[config.mk]
export PLATFORM = sky130hd
export DESIGN_NAME = ps2_host_tx
export DESIGN_NICKNAME = d
export VERILOG_FILES = /design/src/rtl/ps2_host_tx.sv
export SDC_FILE = /design/constraint.sdc
export NUM_CORES = 1
export LEC_CHECK = 0
export CAP_MARGIN = 25
export CORE_UTILIZATION = 58
export CTS_CLUSTER_SIZE = 14
export DETAILED_ROUTE_END_ITERATION = 8
export PLACE_DENSITY = 0.79
export SKIP_CTS_REPAIR_TIMING = 1
export SLEW_MARGIN = 20
export SYNTH_ARGS = -nofsm -noshare
export SYNTH_HDL_FRONTEND = slang
export SYNTH_SLANG_ARGS = --single-unit
[constraint.sdc]
create_clock -name clock -period 2.22 [get_ports clock]
set_clock_uncertainty 0.15 [all_clocks]
set_input_delay 0.222 -clock clock [delete_from_list [all_inputs] [get_ports clock]]
set_output_delay 0.222 -clock clock [all_outputs]
set_load 0.02 [all_outputs]
[src/rtl/ps2_host_tx.sv]
// PS/2 host-to-device command transmitter: inhibit, request-to-send, 11-clock frame, ACK check.
// Define PS2_TX_TIMEOUT_EN to add a device-clock watchdog in START/BITS/ACK.
module ps2_host_tx #(
    parameter int INHIBIT_CYCLES = 5000,
    parameter int TIMEOUT_CYCLES = 1000000
) (
    input  logic       clock,
    input  logic       reset,
    input  logic       send,
    input  logic [7:0] command,
    input  logic       ps2_clk_in,
    input  logic       ps2_dat_in,
    output logic       ps2_clk_oe,
    output logic       ps2_dat_oe,
    output logic       busy,
    output logic       done,
    output logic       error
);

    typedef enum logic [2:0] {
        IDLE,
        INHIBIT,
        START,
        BITS,
        ACK,
        WAIT_IDLE
    } state_t;

    // One counter serves the inhibit interval and, when enabled, the watchdog.
    localparam int CNT_MAX = (INHIBIT_CYCLES > TIMEOUT_CYCLES) ? INHIBIT_CYCLES : TIMEOUT_CYCLES;
    localparam int CNT_W   = $clog2(CNT_MAX + 1);
    localparam logic [CNT_W-1:0] INH_LAST = CNT_W'(INHIBIT_CYCLES - 1);
    localparam logic [CNT_W-1:0] INH_DAT  = CNT_W'(INHIBIT_CYCLES - 2);

    state_t           state_reg;
    logic [1:0]       clk_sync_reg;
    logic [1:0]       dat_sync_reg;
    logic             clk_prev_reg;
    logic [CNT_W-1:0] cnt_reg;
    logic [3:0]       bit_cnt_reg;
    logic [8:0]       shift_reg;

    logic clk_s;
    logic dat_s;
    logic fall;

    assign clk_s = clk_sync_reg[1];
    assign dat_s = dat_sync_reg[1];
    assign fall  = clk_prev_reg & ~clk_s;

`ifdef PS2_TX_TIMEOUT_EN
    localparam logic [CNT_W-1:0] WD_LAST = CNT_W'(TIMEOUT_CYCLES - 1);
    logic watch_active;
    logic timeout;
    assign watch_active = (state_reg == START) || (state_reg == BITS) || (state_reg == ACK);
    assign timeout      = watch_active && !fall && (cnt_reg == WD_LAST);
`endif

    always_ff @(posedge clock) begin
        if (!reset) begin
            state_reg    <= IDLE;
            clk_sync_reg <= 2'b11;
            dat_sync_reg <= 2'b11;
            clk_prev_reg <= 1'b1;
            cnt_reg      <= '0;
            bit_cnt_reg  <= '0;
            shift_reg    <= '0;
            ps2_clk_oe   <= 1'b0;
            ps2_dat_oe   <= 1'b0;
            busy         <= 1'b0;
            done         <= 1'b0;
            error        <= 1'b0;
        end else begin
            clk_sync_reg <= {clk_sync_reg[0], ps2_clk_in};
            dat_sync_reg <= {dat_sync_reg[0], ps2_dat_in};
            clk_prev_reg <= clk_s;
            done         <= 1'b0;
            error        <= 1'b0;

`ifdef PS2_TX_TIMEOUT_EN
            if (timeout) begin
                ps2_clk_oe <= 1'b0;
                ps2_dat_oe <= 1'b0;
                busy       <= 1'b0;
                error      <= 1'b1;
                state_reg  <= IDLE;
            end else
`endif
            begin
                case (state_reg)
                    IDLE: begin
                        ps2_clk_oe <= 1'b0;
                        ps2_dat_oe <= 1'b0;
                        if (send) begin
                            shift_reg   <= {~^command, command};
                            cnt_reg     <= '0;
                            bit_cnt_reg <= '0;
                            ps2_clk_oe  <= 1'b1;
                            busy        <= 1'b1;
                            state_reg   <= INHIBIT;
                        end
                    end

                    INHIBIT: begin
                        if (cnt_reg == INH_LAST) begin
                            ps2_clk_oe <= 1'b0;
                            cnt_reg    <= '0;
                            state_reg  <= START;
                        end else begin
                            cnt_reg <= cnt_reg + 1'b1;
                            // Start bit appears while the clock is still held low.
                            if (cnt_reg == INH_DAT) begin
                                ps2_dat_oe <= 1'b1;
                            end
                        end
                    end

                    START: begin
                        if (fall) begin
                            ps2_dat_oe  <= ~shift_reg[0];
                            shift_reg   <= shift_reg >> 1;
                            bit_cnt_reg <= 4'd1;
                            cnt_reg     <= '0;
                            state_reg   <= BITS;
                        end
`ifdef PS2_TX_TIMEOUT_EN
                        else begin
                            cnt_reg <= cnt_reg + 1'b1;
                        end
`endif
                    end

                    BITS: begin
                        if (fall) begin
                            bit_cnt_reg <= bit_cnt_reg + 4'd1;
                            cnt_reg     <= '0;
                            // Edge 10 releases data so the device sees the stop bit.
                            if (bit_cnt_reg == 4'd9) begin
                                ps2_dat_oe <= 1'b0;
                                state_reg  <= ACK;
                            end else begin
                                ps2_dat_oe <= ~shift_reg[0];
                                shift_reg  <= shift_reg >> 1;
                            end
                        end
`ifdef PS2_TX_TIMEOUT_EN
                        else begin
                            cnt_reg <= cnt_reg + 1'b1;
                        end
`endif
                    end

                    ACK: begin
                        if (fall) begin
                            bit_cnt_reg <= 4'd11;
                            cnt_reg     <= '0;
                            if (!dat_s) begin
                                state_reg <= WAIT_IDLE;
                            end else begin
                                error     <= 1'b1;
                                busy      <= 1'b0;
                                state_reg <= IDLE;
                            end
                        end
`ifdef PS2_TX_TIMEOUT_EN
                        else begin
                            cnt_reg <= cnt_reg + 1'b1;
                        end
`endif
                    end

                    WAIT_IDLE: begin
                        if (clk_s && dat_s) begin
                            done      <= 1'b1;
                            busy      <= 1'b0;
                            state_reg <= IDLE;
                        end
                    end

                    default: begin
                        ps2_clk_oe <= 1'b0;
                        ps2_dat_oe <= 1'b0;
                        busy       <= 1'b0;
                        state_reg  <= IDLE;
                    end
                endcase
            end
        end
    end

endmodule
# Yosys cells after proc, flatten, opt, wreduce, memory -nomap -nowiden
# Cells that the tools add are included.
# totals
register_bits	46
out_inout_bits	5
word_cells	98
# classes
n_addsub	2
eq_ne	20
n_mux	39
bitwise_logic	6
n_reduce_logical	19
# op_table
cell	n
$mux 20	3
$pmux 20 s3	1
$eq 20x13->1 const B	2
$mux 9	4
$pmux 9 s3	1
$mux 3	8
$ne 2x2->1 const B	11
$add 20x1->20 const B	1
$reduce_and 5->1	4
$pmux 3 s6	1
$mux 4	4
$pmux 4 s4	1
$mux 1	13
$pmux 1 s4	2
$reduce_xnor 8->1	1
$reduce_and 7->1	1
$eq 3x2->1 const B	2
$eq 3x3->1 const B	2
$reduce_and 3->1	2
$reduce_bool 3->1	2
$reduce_or 3->1	2
$not 1->1	5
$add 4x1->4 const B	1
$eq 4x4->1 const B	1
other kinds (10)	11

# Logic depth before layout (Yosys ltp)
# depth
ltp_word	4
depth_mapped	8
ltp_nobuf	7

# Worst setup path after synthesis
# No wires, ideal clock.
# synth_timing
kind	register -> register
start	register cnt_reg[1]
end	register cnt_reg[1]
arrival_ps	1708
slack_ps	235
path_stages_with_launch	8
path_buffers	1
period_less_slack_ps	1985
path_cell_list	dfxtp_1 ha_1 nand2_1 or3_1 o31a_1 clkbuf_1 a22oi_1 nor2_1
# synth_via
elab_chain_len	3
# synth_rtl
item	line	text
start: declaration	39	logic [CNT_W-1:0] cnt_reg;
start signal: assignment	110	cnt_reg <= cnt_reg + 1'b1;
$add 20x1->20 or $eq 20x13->1 (tied branches)	110, 105	
$mux 20 (*)	105	if (cnt_reg == INH_LAST) begin
$pmux 20 s3 (*)	90	case (state_reg)
# Mark *: on every way between the ends. The rest lies on a longest branch, timed or not.
# A chain may end at the register's enable or synchronous reset.

# Final worst setup path
# layout_timing
start	register cnt_reg[0]
end	register state_reg[0]
# layout_via
elab_chain_len	3
# layout_rtl
item	line	text
$eq 20x13->1	105	
$ne 2x2->1 (no source line)	--	
$reduce_and 7->1 (no source line)	--	
end signal: assignment	100	state_reg <= INHIBIT;
end signal: assignment	108	state_reg <= START;
end signal: assignment	124	state_reg <= BITS;
end: declaration	35	state_t state_reg;
# Every way passes these cells.

==> flow_metrics.py <==
metrics = {
    "logic_synthesis": {
        "post_synth_net_total": 321,
        "synth_mux_area_share_pct": 3.70,
        "synth_fa_ha_area_share_pct": 3.08,
        "synth-compound-area-share_pct": 17.6,
        "ys_types": 48,
        "post_synth_instance_area_um2": 2440,
        "synth-seq-area-share_pct": 37.8,
        "synth-edff-count": 0,
        "synth.yosys.warnings": 0,
        "netlist_instances": 302,
        "ffs_w_async_s_r_synth_pct": 0,
        "postSynth.topFlopCell": "sky130_fd_sc_hd__dfxtp_1",
        "synth.ff_latch_count": 46,
        "syn-mean-instance-area_um2": 8.07,
        "synth-simple-area-share_pct": 29.2,
        "synth_xor_xnor_area_share_pct": 5.03,
        "synth_top_family_by_area": "simple AND/OR/NAND/NOR gates",
    },
    "sta": {
        "setup-tns-final_ps": 0,
        "rsz0062_at_grt": "no",
        "relSlewSlack_pct": 73.0,
        "fmax_mhz": 489,
        "final_period_minus_worst_setup_slack_ps": 2040,
        "report.final.setup_viol": 0,
        "final_min_period_over_clock_period_pct": 92.1,
        "worst_slack_ps": 175,
        "slew_viol_final": 0,
        "report.final.hold_viol_count": 0,
        "tightest_slew_ps": 404,
        "hold-worst-slack_ps": 258,
    },
    "worst_setup_path": {
        "worst_path_dominant_cell_family": "compound AO/OA/AOI/OAI gates",
        "critical_path_depth": 6,
        "cp_slowest_stage_delay_ps": 400,
        "worstSetupStartpointType": "register",
        "timing.critical_path.cells": "ha_1 -> nand2_1 -> or3_1 -> o31a_1 -> a2111o_1 -> mux2i_1",
        "cp.required_ps": 2260,
        "cp-end-kind": "register",
        "timing.critical_path.buf_inv": 0,
        "timing.rr.start": "cnt_reg[0]",
        "critPathMaxFanout": 7,
        "worst_path_max_delay_cell": "sky130_fd_sc_hd__dfxtp_1",
        "criticalPathCategory": "reg -> reg",
        "crit_arrival_ps": 2080,
        "worstSetupStartpoint": "cnt_reg[0]",
        "worstRegToRegCells": 6,
    },
    "drt": {
        "totalWireLength_um": 5500,
        "route.detailed.drc": 0,
        "drt_iter0_drc": 158,
        "number_of_routed_nets_with_antenna_violations": 0,
        "post_drt_via_cell_ratio": 5.83,
        "route.vias.total": 2257,
        "post_drt_wl_per_cell_um": 14.2,
        "first_pass_iters": 4,
    },
    "power": {
        "power_frac_seq_pct": 42.7,
        "powerDensity_nw_per_um2": 785,
        "power.share.switching_pct": 32.6,
        "ir_worst_vdd_mv": 0.455,
        "power_switching_mw": 0.745,
        "power.static_leakage_nw": 1.06,
        "total_power_mw": 2.28,
        "proportion_of_power_drawn_by_the_clock_network_pct": 27.3,
        "internal_power_mw": 1.54,
        "comb_power_share_pct": 30.0,
    },
    "cells_and_area": {
        "post-route-cell-area_um2": 2910,
        "layout.nets": 355,
        "fin_util_pct": 72.1,
        "number_of_flip_flops_under_the_largest_register_name": 20,
        "n_diodes": 0,
        "share_of_final_layout_standard_cells_stronger_than_drive_strength_1_pct": 11.3,
        "multi_input_area_um2": 1430,
        "layout.cells.non_filler": 387,
        "areaGrowthSynthToFinish_pct": 19.3,
        "num-fill-cells": 345,
        "ff_latch_area_um2": 921,
    },
    "floorplan": {
        "initial_utilization_pct": 60.5,
        "floorplan.die_area_um2": 4460,
        "die_w_um": 66.8,
        "ioPinCount": 18,
        "floorplan.rows": 23,
        "die_height_um": 66.8,
        "core_area_um2": 4030,
    },
    "grt": {
        "globalRoute.totalOverflow": 0,
        "grt.met3_usage_pct": 5.14,
        "global_route.peak_usage_layer": "met2",
        "grt_pass1_wl_um": 9050,
        "global_route.usage.total_pct": 26.5,
        "grt_pass1_vias": 2091,
        "largest_net_degree_at_the_start_of_global_routing": 19,
        "antenna_violations_before_repair": 0,
        "globalRouteMet1Util_pct": 32.1,
        "grt.met2_usage_pct": 46.5,
    },
    "place": {
        "dp_slack_ps": 121,
        "detailedPlacementHpwl_um": 3950,
        "globalplace.congestion": 0.856,
        "dpl-instance-area_um2": 2800,
        "io_buffers": 17,
        "dp.cells": 379,
    },
    "clocking": {
        "cts_inserted_buffers": 5,
        "clockRootBuffer": "sky130_fd_sc_hd__clkbuf_8",
        "tritoncts": "built",
        "worstSkewPairLatency_ps": 300,
        "clock_sinks": 46,
        "htreeDepth": 2,
        "clock_transition_at_the_register_clock_pins_on_the_worst_setup_and_hold_paths_after_cts_ps": 90,
        "clockBufferDepth": 2,
    },
    "min_path": {
        "worstHoldPathCells": 1,
        "hold_path_class": "reg -> reg",
        "hold_path.startpoint": "clk_sync_reg[0]",
    },
    "outcome": {
        "status": "finished clean",
    },
    "job": {
        "number_of_violations_of_the_max_capacitance_limit": 0,
    },
}
==> synthesized netlist by cell type (3+ instances only) <==
master / instances / area (um^2)
sky130_fd_sc_hd__nor3_1: 9 / 45.0
sky130_fd_sc_hd__nand4_1: 6 / 37.5
sky130_fd_sc_hd__a21oi_1: 12 / 60.1
sky130_fd_sc_hd__xnor2_1: 7 / 61.3
sky130_fd_sc_hd__clkbuf_1: 12 / 45.0
sky130_fd_sc_hd__ha_1: 6 / 75.1
sky130_fd_sc_hd__nor3b_1: 3 / 22.5
sky130_fd_sc_hd__dfxtp_1: 46 / 921
sky130_fd_sc_hd__nand3b_1: 4 / 30.0
sky130_fd_sc_hd__nand3_1: 16 / 80.1
sky130_fd_sc_hd__xor2_1: 7 / 61.3
sky130_fd_sc_hd__nor2_1: 38 / 143
sky130_fd_sc_hd__mux2i_1: 9 / 90.1
sky130_fd_sc_hd__nand2b_1: 8 / 50.1
sky130_fd_sc_hd__a211oi_1: 10 / 75.1
sky130_fd_sc_hd__o21ai_0: 16 / 80.1
sky130_fd_sc_hd__nand2_1: 29 / 109
sky130_fd_sc_hd__a31oi_1: 8 / 50.1
sky130_fd_sc_hd__o2111ai_1: 5 / 43.8
sky130_fd_sc_hd__nor4_1: 3 / 18.8
sky130_fd_sc_hd__inv_1: 8 / 30.0
sky130_fd_sc_hd__nand4b_1: 3 / 26.3
sky130_fd_sc_hd__and3_1: 5 / 31.3
==> logic make-up (layout without fill, tap and decap cells) <==
kind of cell | after synthesis | after routing
simple gates | 139 | 139
buf+inv | 23 | 58
flops | 46 | 46
xor+xnor | 14 | 14
fa+ha+maj | 6 | 6
compound gates | 65 | 65
mux | 9 | 9
==> cell type report <==
type	count	area share [%]
flip-flops and latches	46	31.7
clock buffers	5	2.37
multi-input cells	233	49.1
well taps	50	2.15
inverters	8	1.03
repair buffers	42	12.3
clock inverters	3	1.38
==> cell usage in the layout (no fill, tap or decap), drive strengths merged, types with 3 or more instances in the layout <==
master	instances
ha	6
nor3b	3
nor2	39
nand2b	8
nor3	10
clkbuf	5
clkdlybuf4s50	17
nand4b	3
dfxtp	46
and3	5
nor4	3
inv	8
buf	25
nand2	29
xor2	7
o2111ai	5
nand4	6
nand3b	4
a21oi	13
mux2i	9
a31oi	8
nand3	16
o21ai	17
a211oi	10
xnor2	7
==> power by group through the flow <==
stage                     sequential [mW]  combinational [mW]  clock [mW]
after floorplan                     0.971               0.434           0
after global routing                0.986               0.751       0.658
after CTS                           0.972               0.687       0.629
after global placement              0.988               0.669           0
after detailed placement            0.991               0.680           0
final                               0.974               0.684       0.624
==> worst paths after layout <==
kind	endpoint	slack, ps
setup reg to reg	state_reg[0]	180
hold / removal	clk_sync_reg[1]	260
hold reg to reg	clk_sync_reg[1]	260
setup / recovery	state_reg[0]	180
==> layer usage <==
layer / up-vias / share of wire, %
met1: 1047 / 45
met4: 0 / 1.3
li1: 1154 / -
met2: 49 / 49
met5: - / 0
met3: 7 / 4.7
==> worst register-to-register path, delay by kind of cell, from the launching register on <==
family | cells | cell delay, ps
flops | 1 | 400
simple gates | 2 | 380
mux | 1 | 130
fa+ha+maj | 1 | 190
compound gates | 2 | 690
Power figures use the tool's default switching activity.
